### config.mk
export PLATFORM = sky130hd
export DESIGN_NAME = pipe_stream_gen
export DESIGN_NICKNAME = d
export VERILOG_FILES = /design/src/rtl/pipe_stream_gen.sv
export SDC_FILE = /design/constraint.sdc
export NUM_CORES = 1
export LEC_CHECK = 0
export ABC_CLOCK_PERIOD_IN_PS = 3100
export CAP_MARGIN = 30
export CORE_UTILIZATION = 59
export DETAILED_ROUTE_END_ITERATION = 6
export PLACE_DENSITY = 0.77
export SLEW_MARGIN = 20
export SYNTH_ARGS = -nofsm -noshare
export SYNTH_HDL_FRONTEND = slang
export SYNTH_SLANG_ARGS = --single-unit
### constraint.sdc
create_clock -name clk -period 3.1 [get_ports clk]
set_input_delay 0.62 -clock clk [delete_from_list [all_inputs] [get_ports clk]]
set_output_delay 0.62 -clock clk [all_outputs]
set_load 0.1 [all_outputs]
### src/rtl/pipe_stream_gen.sv
`default_nettype none
// ============================================================================
//  Module   : pipe_stream_gen
//  Purpose  : Pseudo-random obstacle column source for the scrolling
//             playfield. A 16-bit LFSR drives a small gap/pipe FSM that
//             fills a prefetch FIFO. The datapath pops one 2-bit column
//             code (00 = sky, 01..11 = pipe height) per scroll tick.
//  Revision : 1.0 - initial release
// ============================================================================
module pipe_stream_gen #(
  parameter logic [15:0] SEED       = 16'hACE1,
  parameter int          GAP_MIN    = 4,
  parameter int          FIFO_DEPTH = 4
) (
  input  logic       clk,
  input  logic       resetn,
  input  logic       start,
  input  logic       next,
  output logic [1:0] col,
  output logic       col_valid,
  output logic       pipe_pass,
  output logic [7:0] pipe_count,
  output logic       underflow
);

  // Pointer width; depth is a power of two so pointers wrap for free.
  localparam int AW = $clog2(FIFO_DEPTH);

  // An all-zero LFSR would lock up, so a zero seed is promoted to 1.
  localparam logic [15:0] SEED_EFF  = (SEED == 16'h0000) ? 16'h0001 : SEED;
  localparam logic [4:0]  GAP_MIN_W = 5'(GAP_MIN);
  localparam logic [AW:0] DEPTH_W   = (AW + 1)'(FIFO_DEPTH);

  typedef enum logic [1:0] {
    S_GAP   = 2'd0,
    S_PIPE  = 2'd1,
    S_PIPE2 = 2'd2
  } state_t;

  // Generator state
  state_t      state;
  state_t      state_nxt;
  logic [4:0]  gap_left;
  logic [4:0]  gap_left_nxt;
  logic [1:0]  held_code;
  logic [1:0]  held_code_nxt;
  logic [15:0] lfsr;
  logic        lfsr_fb;
  logic [1:0]  pipe_code;
  logic [4:0]  new_gap;
  logic [2:0]  entry;          // {first, code[1:0]}

  // Prefetch FIFO
  logic [2:0]    mem [FIFO_DEPTH];
  logic [AW-1:0] wr_ptr;
  logic [AW-1:0] rd_ptr;
  logic [AW:0]   count;
  logic [2:0]    head;
  logic          fifo_empty;
  logic          fifo_full;
  logic          pop;
  logic          push;

  // ------------------------------------------------------------------
  // FIFO status and handshake. A restart cycle neither pops nor pushes.
  // ------------------------------------------------------------------
  assign fifo_empty = (count == '0);
  assign fifo_full  = (count == DEPTH_W);
  assign pop        = next && !fifo_empty && !start;
  // A pop frees the slot in the same cycle, so a full FIFO still accepts.
  assign push       = (!fifo_full || pop) && !start;

  assign head      = mem[rd_ptr];
  assign col       = fifo_empty ? 2'b00 : head[1:0];
  assign col_valid = !fifo_empty;

  // x^16 + x^14 + x^13 + x^11 + 1, shifting left with feedback into bit 0.
  assign lfsr_fb   = lfsr[15] ^ lfsr[13] ^ lfsr[12] ^ lfsr[10];

  // Code 00 is reserved for open sky, so a zero draw becomes the lowest pipe.
  assign pipe_code = (lfsr[1:0] == 2'b00) ? 2'b01 : lfsr[1:0];
  assign new_gap   = GAP_MIN_W + {2'b00, lfsr[5:3]};

  // Next-state and entry to push; only consumed when push is asserted.
  always_comb begin
    state_nxt     = state;
    gap_left_nxt  = gap_left;
    held_code_nxt = held_code;
    entry         = 3'b000;
    case (state)
      S_GAP: begin
        entry = 3'b000;
        if (gap_left <= 5'd1) begin
          state_nxt = S_PIPE;
        end else begin
          gap_left_nxt = gap_left - 5'd1;
        end
      end
      S_PIPE: begin
        entry = {1'b1, pipe_code};
        if (lfsr[2]) begin
          state_nxt     = S_PIPE2;
          held_code_nxt = pipe_code;
        end else begin
          state_nxt    = S_GAP;
          gap_left_nxt = new_gap;
        end
      end
      S_PIPE2: begin
        entry        = {1'b0, held_code};
        state_nxt    = S_GAP;
        gap_left_nxt = new_gap;
      end
      default: begin
        state_nxt    = S_GAP;
        gap_left_nxt = GAP_MIN_W;
      end
    endcase
  end

  // Generator registers; the LFSR and FSM step once per pushed entry only.
  always_ff @(posedge clk or negedge resetn) begin
    if (!resetn) begin
      state     <= S_GAP;
      gap_left  <= GAP_MIN_W;
      held_code <= 2'b00;
      lfsr      <= SEED_EFF;
    end else if (start) begin
      state     <= S_GAP;
      gap_left  <= GAP_MIN_W;
      held_code <= 2'b00;
      lfsr      <= SEED_EFF;
    end else if (push) begin
      state     <= state_nxt;
      gap_left  <= gap_left_nxt;
      held_code <= held_code_nxt;
      lfsr      <= {lfsr[14:0], lfsr_fb};
    end
  end

  // FIFO storage; contents need no reset since the count gates visibility.
  always_ff @(posedge clk) begin
    if (push) begin
      mem[wr_ptr] <= entry;
    end
  end

  // FIFO pointers and occupancy.
  always_ff @(posedge clk or negedge resetn) begin
    if (!resetn) begin
      wr_ptr <= '0;
      rd_ptr <= '0;
      count  <= '0;
    end else if (start) begin
      wr_ptr <= '0;
      rd_ptr <= '0;
      count  <= '0;
    end else begin
      if (push) begin
        wr_ptr <= wr_ptr + AW'(1);
      end
      if (pop) begin
        rd_ptr <= rd_ptr + AW'(1);
      end
      if (push && !pop) begin
        count <= count + (AW + 1)'(1);
      end else if (pop && !push) begin
        count <= count - (AW + 1)'(1);
      end
    end
  end

  // Pop-side status: pipe pass pulse, saturating pipe counter, sticky underflow.
  always_ff @(posedge clk or negedge resetn) begin
    if (!resetn) begin
      pipe_pass  <= 1'b0;
      pipe_count <= 8'd0;
      underflow  <= 1'b0;
    end else if (start) begin
      pipe_pass  <= 1'b0;
      pipe_count <= 8'd0;
      underflow  <= 1'b0;
    end else begin
      pipe_pass <= pop && head[2];
      if (pop && head[2] && (pipe_count != 8'hFF)) begin
        pipe_count <= pipe_count + 8'd1;
      end
      if (next && fifo_empty) begin
        underflow <= 1'b1;
      end
    end
  end

endmodule
`default_nettype wire

==> summary.md <==
| Metric | Value |
|---|---|
| FF-to-FF End | `count[2]$_DFFE_PN0P_` |
| Critical path type | `flip-flop to output pin` |
| Crit start category | `flip-flop` |
| Ys Warns | `0` |
| Sequence of cells on the critical path | `mux4_1 > nor2b_1 > buf_4` |
| Critical Path Sink Type | `output pin` |
| Status | `completed` |
| Insertion delay to the later sink of the worst-skew pair | `300 ps` |
| Worst Path Max Fanout | `5` |
| Finished Layout Cells | `about 330` |
| DRT Pass-1 Iters | `4` |
| IO Pins | `17` |
| Worst r2r src | `count[1]$_DFFE_PN0P_` |
| Worst Path Required | `2480 ps` |
| Inserted Clock Buffers | `5` |
| Antenna Violating Nets Remaining | `0` |
| Register area share after synthesis | `51.9%` |
| Main area contributors after synthesis | `dfrtp_1 (30%), edfxtp_1 (13%), dfstp_2 (8.6%)` |
| Total power | `2.48 mW` |
| Post-synthesis register bit count | `between 50 and 60` |
| Sink Count | `54` |
| PostCTS Resize Cnt | `0` |
| Post-Synthesis Net Count | `278` |
| Vias/cell | `5.92` |
| Wire per inst | `15.5 um` |
| Commonest non-fill, non-tap cell in the layout | `nand2_1` |
| Grt total ovfl | `0` |
| Routed via count | `1,961` |
| Vias in the first global route | `1,868` |
| Count of different cell masters after synthesis | `52` |
| Unrepaired setup endpoints after global routing | `no` |
| Layout Nets | `294` |
| Longest Clk Path Bufs | `2` |
| # rows | `24` |
| Diode count | `0` |
| Fmax | `418 MHz` |
| Final core occ | `68.6%` |
| Post-CTS setup buffers | `0` |
| Fillers | `338` |
| DP Area | `2900 um^2` |
| Final worst-path cycle share | `a little under 80%` |
| Pin count of the biggest net entering global routing | `between 40 and 50` |
| Drt first-iter violations | `165` |
| All-Layer GR Usage | `22.6%` |
| Final Max Slew Viols | `0` |
| Final Hold Viols | `0` |
| # setup viols final | `0` |
| CTS tree | `done` |
| Worst Hold Class | `input port to async pin` |
| Reg2Reg Setup Slack | `1070 ps` |
| Critical path origin | `rd_ptr[0]$_DFFE_PN0P_` |
| Slowest-stage cell, CP | `mux4_1` |
| EDFF count, synth | `12` |
| Syn avg cell area | `10.5 um^2` |
| PD cells | `821 nW/um^2` |
| Worst path max stage delay | `slightly below 600 ps` |
| Slew HR | `approximately half` |
| Clk root buf | `clkbuf_8` |
| Mapped Area | `~2700 um^2` |
| Post-Route WL | `roughly 5100 um` |
| Drt drc | `0` |
| Post-Syn Instances | `262` |
| Initial antenna violation count | `0` |
| Tightest Pin Transition | `around 770 ps` |
| Yosys top cell area share | `30.1%` |
| Cell taking the most area after synthesis | `dfrtp_1` |
| Core area | `4410 um^2` |
| First-pass GRT wire length | `8690 um` |
| Die ar. | `around 4900 um^2` |
| CTS Hold Bufs | `0` |
| Leakage | `1.30 nW` |
| Dpl cells | `322` |
| Starting density of the core | `roughly 62%` |
| Fin crit period | `2390 ps` |
| Port-buffer cells | `16` |
| Hpwl dp | `3610 um` |
| Main synth FF type | `dfrtp_1` |
| Peak supply drop | `around 0.43 mV` |
| Synthesis-to-layout area growth | `10.5%` |
| Fraction of layout instances using a drive strength above 1 | `between 15 and 20%` |
| Reg clk slew, reported paths | `approximately 90 ps` |
| Setup TNS | `0 ps` |
| Gp weighted congestion | `0.855` |
| WP data arrival | `1770 ps` |
| Die X-Extent | `70.2 um` |
| Clk_skew | `6.02 ps` |
| Most frequent cells in the layout | `nand2_1 (43), dfrtp_1 (33), a21oi_1 (20), nor2_1 (18), buf_4 (18)` |
| CP endpoint | `col[1]` |
| H-Tree Level Count | `2` |
| Ys async rst share | `77.8%` |
| Die span in y | `70.2 um` |
| Finished Cell Area | `3030 um^2` |
| Worst Reg-to-Reg Cells | `6` |
| Max_cap viols | `0` |
-- cells in the mapped netlist, types with 2 or more instances --
master and instances:
a22oi_1 2, o311ai_0 2, dfstp_2 9, inv_1 17, mux2i_1 5, o41ai_1 3
and3_1 5, xnor2_1 7, nor2b_1 2, clkbuf_1 7, edfxtp_1 12, nand2b_1 5
o21ai_0 3, dfrtp_1 33, ha_1 11, a211oi_1 2, nand2_1 43, o31ai_1 2
o211ai_1 2, buf_2 2, o21a_1 2, nor3_1 6, mux4_2 2, or4_1 2
nand4_1 2, clkbuf_2 2, a21oi_1 20, nor2_1 18, nand3_1 11
-- power by group --
part           internal [mW]  switching, mW  total, mW
registers              0.882          0.143       1.03
clock network          0.238          0.212      0.450
logic                  0.363          0.647       1.01
total                   1.48           1.00       2.48
-- sequential cells by signal, indices dropped and copies added (netlist names) --
name and flops:
gap_left 5, mem 12, lfsr 16, pipe_pass 1, rd_ptr 2, state 2, underflow 1, pipe_count 8
wr_ptr 2, count 3, held_code 2
-- through the flow --
stage	hold WS [ps]	worst slack, ps
after floorplan	324	335
after global placement	472	489
after detailed placement	475	427
after CTS	478	696
after global routing	184	647
final	169	707
-- cell families (layout without fill, tap and decap cells) --
kind of cell	after synthesis	after routing	share of synthesized area, %
compound gates	48	48	12.5
fa+ha+maj	12	12	5.75
xor+xnor	8	8	2.56
flops	54	54	51.9
simple gates	102	102	18.2
mux	8	8	4.43
buf+inv	30	47	4.70
-- routing by layer --
metal / vias to the layer above / global-route usage, % / part of all wire [%]
li1: 949 / - / -
met1: 959 / 30.4 / 46
met2: 44 / 36.9 / 49
met3: 9 / 3.61 / 3.0
met4: 0 / 9.33 / 1.7
met5: - / 0 / 0
-- cell type report --
class                      count  area [um^2]  area share [%]
sequential                    54         1420            47.0
clock buffer                   6         72.6            2.40
tap                           52         65.1            2.15
clock inverter                 2         33.8            1.12
inverter                      17         63.8            2.11
timing repair buffer          22          180            5.95
multi-input combinational    178         1190            39.3
-- worst max-delay path: cells and delay by family (launching register included) --
| kind | cells | cell delay, ps |
|---|---|---|
| buf+inv | 1 | 250 |
| flops | 1 | 490 |
| mux | 1 | 580 |
| simple gates | 1 | 150 |
-- worst min path at each step --
stage | cells past startpoint | start | slack [ps] | endpoint
final | 1 | resetn | 170 | wr_ptr[1]$_DFFE_PN0P_
after global routing | 1 | resetn | 180 | wr_ptr[0]$_DFFE_PN0P_
after CTS | 1 | resetn | 480 | wr_ptr[1]$_DFFE_PN0P_
after detailed placement | 2 | lfsr[7]$_DFFE_PN1P_ | 480 | lfsr[7]$_DFFE_PN1P_
after global placement | 2 | lfsr[7]$_DFFE_PN1P_ | 470 | lfsr[7]$_DFFE_PN1P_
after floorplan | 0 | resetn | 320 | count[0]$_DFFE_PN0P_
No activity file was read; power rests on OpenSTA's default activity.
